## config.mk

```make
export PLATFORM = sky130hd
export DESIGN_NAME = logic_unit_arbiter
export DESIGN_NICKNAME = d
export VERILOG_FILES = /design/src/rtl/logic_unit_arbiter.sv
export SDC_FILE = /design/constraint.sdc
export NUM_CORES = 1
export LEC_CHECK = 0
export ABC_CLOCK_PERIOD_IN_PS = 1240
export CAP_MARGIN = 15
export CORE_MARGIN = 8
export CORE_UTILIZATION = 37
export CTS_CLUSTER_DIAMETER = 40
export DETAILED_ROUTE_END_ITERATION = 10
export PLACE_DENSITY = 0.7
export REMOVE_ABC_BUFFERS = 1
export SYNTH_ARGS = -nofsm -noshare
export SYNTH_HDL_FRONTEND = slang
export SYNTH_SLANG_ARGS = --single-unit
```

## constraint.sdc

```tcl
create_clock -name CLK -period 1.24 [get_ports CLK]
set_input_delay 0.186 -clock CLK [delete_from_list [all_inputs] [get_ports CLK]]
set_output_delay 0.186 -clock CLK [all_outputs]
set_load 0.01 [all_outputs]
```

## src/rtl/logic_unit_arbiter.sv

```systemverilog
// Round-robin arbiter sharing one bitwise logic unit between the DLX EX stage
// (port 0) and the TinyML engine (port 1); one op in flight, result held until taken.
module logic_unit_arbiter #(
    parameter int W = 32
) (
    input  logic         CLK,
    input  logic         RST,
    input  logic [1:0]   req_valid,
    output logic [1:0]   req_ready,
    input  logic [1:0]   req_op0,
    input  logic [W-1:0] req_a0,
    input  logic [W-1:0] req_b0,
    input  logic [1:0]   req_op1,
    input  logic [W-1:0] req_a1,
    input  logic [W-1:0] req_b1,
    output logic [1:0]   rsp_valid,
    input  logic [1:0]   rsp_ready,
    output logic [W-1:0] rsp_result,
    output logic         busy
);

    localparam logic [1:0] OP_AND = 2'b00;
    localparam logic [1:0] OP_OR  = 2'b01;
    localparam logic [1:0] OP_XOR = 2'b10;
    localparam logic [1:0] OP_NOR = 2'b11;

    typedef enum logic [1:0] {
        IDLE = 2'b00,
        EXEC = 2'b01,
        RESP = 2'b10
    } state_t;

    state_t         state;
    state_t         state_nxt;
    logic           prio;
    logic           owner;
    logic           grant;
    logic [1:0]     op;
    logic [W-1:0]   a;
    logic [W-1:0]   b;
    logic [W-1:0]   alu;

    always_comb begin
        state_nxt = state;
        req_ready = 2'b00;
        rsp_valid = 2'b00;
        grant     = 1'b0;
        unique case (state)
            IDLE: begin
                if (req_valid != 2'b00) begin
                    // Contention goes to prio; otherwise the lone requester wins.
                    grant            = (&req_valid) ? prio : req_valid[1];
                    req_ready[grant] = 1'b1;
                    state_nxt        = EXEC;
                end
            end
            EXEC: state_nxt = RESP;
            RESP: begin
                rsp_valid[owner] = 1'b1;
                if (rsp_ready[owner]) begin
                    state_nxt = IDLE;
                end
            end
            default: state_nxt = IDLE;
        endcase
    end

    always_comb begin
        alu = '0;
        unique case (op)
            OP_AND:  alu = a & b;
            OP_OR:   alu = a | b;
            OP_XOR:  alu = a ^ b;
            OP_NOR:  alu = ~(a | b);
            default: alu = '0;
        endcase
    end

    assign busy = (state != IDLE);

    always_ff @(posedge CLK) begin
        if (RST) begin
            state      <= IDLE;
            prio       <= 1'b0;
            owner      <= 1'b0;
            op         <= 2'b00;
            a          <= '0;
            b          <= '0;
            rsp_result <= '0;
        end else begin
            state <= state_nxt;
            if (state == IDLE && req_valid != 2'b00) begin
                owner <= grant;
                op    <= grant ? req_op1 : req_op0;
                a     <= grant ? req_a1  : req_a0;
                b     <= grant ? req_b1  : req_b0;
            end
            if (state == EXEC) begin
                rsp_result <= alu;
            end
            // Priority only moves when a response completes.
            if (state == RESP && rsp_ready[owner]) begin
                prio <= ~owner;
            end
        end
    end

endmodule

```

==> impl_metrics.py, run 1 <==
metrics = {
    "finish": {
        "nets": 1083,
        "drive_gt1_share_pct": 28.4,
        "area_delta_synth_final_pct": 64.6,
        "finalInstanceArea_sq_um": 10800,
    },
    "floorplanning": {
        "die_h_um": 149,
        "num_io_pins": 175,
        "initial_utilization_pct": 37.9,
        "die_area_sq_um": 22300,
        "num_rows": 48,
        "core-area_sq_um": 17400,
        "die_w_um": 149,
    },
    "clocking": {
        "clk_pin_slew_ns": 0.07,
        "holdBufCountCts": 0,
        "cts_sinks": 102,
        "clk_latency_ns": 0.35,
        "cts_tree": "done",
        "clock_path_buffers": 2,
        "numCtsBuffers": 9,
        "cts-htree-levels": 3,
        "clockRootBuffer": "clkbuf_16",
    },
    "detailed_routing": {
        "num_vias": 6192,
        "drcViolationCount": 0,
        "via_per_inst": 5.57,
        "drt_pass1_iterations": 5,
        "ant_nets": 0,
        "routed_wirelength_um": 24400,
        "drtIter0Drc": 321,
        "wl_per_cell_um": 22.0,
    },
    "setup_path": {
        "critPathArrivalTime_ns": 1.76,
        "slowest_stage": "or3_4",
        "cp.required_ns": 1.50,
        "crit_path_start_kind": "flip-flop",
        "worstPathCellList": "or3_4 -> clkbuf_16 -> o32ai_4",
        "worstPathMaxFanout": 8,
        "cp_slowest_stage_delay_ns": 0.53,
        "endpoint_kind": "flip-flop",
        "crit_type": "flip-flop to flip-flop",
    },
    "yosys": {
        "yosys.area.top_type": "dfxtp_1",
        "yosysSeqAreaShare_pct": 31.0,
        "ys_seq_elements": 102,
        "synth_cell_type_count": 33,
        "syn_area_per_cell_sq_um": 9.87,
        "yosysMostFrequentCell": "dfxtp_1",
        "ys_top_cells_by_area": "dfxtp_1, ha_1, mux2i_1",
        "synthCells": 667,
        "synthArstFlopShare_pct": 0,
        "yosys-top-cells-count": "dfxtp_1, a21oi_1, inv_1",
        "syn_area_sq_um": 6580,
        "yosys_warnings": 0,
        "synth_edf_count": 0,
        "synth_flop_cell": "dfxtp_1",
        "synth_top_area_share_pct": 31.0,
    },
    "global_routing": {
        "grt_max_degree": 41,
        "groute.usage.overall_pct": 19.5,
        "gr-total-overflow": 0,
        "grt_pass1_wl_um": 34500,
        "antenna_found_initial": 1,
        "grt_pass1_vias": 6260,
    },
    "sta": {
        "max_slew_margin_pct": 62.5,
        "maxSlewViolCount": 0,
        "hold_viol": 0,
        "rsz0062_at_grt": "true",
        "min_period_over_period_pct": 121,
        "skew_ns": 0.00827,
        "finalSetupViolCount": 105,
        "fin_ws_ns": -0.258,
        "period_needed_ns": 1.50,
        "worst_pin_slew_ns": 0.562,
        "fmax_mhz": 668,
    },
    "status": {
        "status": "complete, but fails checks",
        "violations": "negative setup slack",
    },
    "worst_hold_path": {
        "min_path_type": "primary input to flip-flop",
    },
    "placement": {
        "gp_congestion": 0.821,
        "place_worst_setup_slack_ns": -0.611,
        "postPlaceCellArea_sq_um": 8790,
        "dp.final_hpwl_um": 13600,
        "portBuffers": 174,
    },
    "flow_run": {
        "maxCapViolations": 0,
    },
    "pwr": {
        "p_leak_nw": 4.30,
        "peakVddDrop_mv": 0.644,
        "p_per_area_nw_per_um2": 1110,
    },
}
[layout by cell type, fill, tap and decap left out, types with 10 or more instances in the layout]
master / instances
a21oi_1: 57
a22o_1: 32
a31oi_1: 34
a31oi_2: 10
a31oi_4: 12
buf_12: 26
buf_4: 40
buf_6: 21
clkbuf_16: 18
clkdlybuf4s50_1: 134
dfxtp_1: 97
dlygate4sd2_1: 32
ha_1: 64
inv_1: 66
mux2i_1: 65
o32ai_2: 45
o32ai_4: 10
xor2_1: 32
[critical path, delay by kind of cell (launching register included)]
family / cells / cell delay [ns]
and+or+nand+nor: 1 / 0.53
DFF: 1 / 0.37
AOI/OAI and AO/OA: 1 / 0.27
buffers and inverters: 1 / 0.23
[layer usage]
| layer | part of all wire, % | vias up | track usage [%] | wire (um) |
|---|---|---|---|---|
| li1 | - | 2928 | - | - |
| met1 | 45 | 3056 | 26.2 | 11100 |
| met2 | 48 | 189 | 31.1 | 11700 |
| met3 | 5.6 | 19 | 4.13 | 1380 |
| met4 | 1.0 | 0 | 4.95 | 247 |
| met5 | 0 | - | 0 | 0 |
[logic make-up (layout without fill, tap and decap cells)]
| family | Yosys count | after routing | synth area share [%] |
|---|---|---|---|
| xor gates and xnor gates | 32 | 32 | 4.26 |
| buffers and inverters | 139 | 357 | 9.87 |
| other | 0 | 1 | 0 |
| and+or+nand+nor | 38 | 39 | 4.05 |
| DFF | 102 | 102 | 31.0 |
| muxes | 65 | 65 | 9.89 |
| AOI/OAI and AO/OA | 227 | 227 | 28.7 |
| adders and majority gates | 64 | 64 | 12.2 |
[state kept, by name (all words and copies together) (netlist names)]
name,count
a,32
b,32
op,2
owner,1
prio,1
rsp_result,32
state,2
[cell type report]
type	instances	area, sq um
fill	1357	6530
multi-input combinational	427	4700
timing repair buffer	274	3170
sequential	102	2060
tap	225	282
inverter	67	259
clock buffer	10	239
clock inverter	6	115
antenna	1	2.50
[through the flow]
step | std cells | setup TNS [ns] | power (mW) | hold slack [ns] | util [%]
after CTS | 1096 | -16.74 | 11.4 | 0.324 | 57.9
after global routing | 1112 | -24.84 | 12.5 | 0.360 | 62.4
after floorplan | 595 | -169.55 | 5.73 | 0.255 | -
after global placement | 1046 | -49.41 | 7.18 | 0.462 | 50.7
after detailed placement | 1046 | -51.76 | 7.25 | 0.463 | 50.7
final | 1112 | -20.69 | 12.0 | 0.344 | 62.4
[where the power goes]
| group | total (mW) | internal, mW | leakage [nW] | switching (mW) |
|---|---|---|---|---|
| clock | 3.41 | 2.05 | 0.170 | 1.37 |
| sequential | 3.80 | 3.59 | 0.839 | 0.211 |
| combinational | 4.82 | 2.49 | 3.29 | 2.33 |
| total | 12.0 | 8.12 | 4.30 | 3.91 |
[path summary, 6_finish.rpt]
kind | start | to | slack [ns] | cells after the start
worst max-delay path | state[0] | b[29] | -0.26 | 3
worst min-delay path | req_valid[1] | a[1] | 0.34 | 3
worst max register to register | state[0] | b[29] | -0.26 | 3
worst min register to register | rsp_result[20] | rsp_result[20] | 0.48 | 1
[what timing repair did]
action,CTS,global route
gates resized for setup,150,89
cloned,11,10
setup endpoints to repair,137,107
pin swaps,58,61
buffers inserted,24,10
Power figures use the tool's default switching activity.
==> run 2, diff against run 1 <==
SLEW_MARGIN = 10   (was not set)
==> results of run 2 <==
Same layout as run 1: the final DEF is identical, and so are final timing and power.
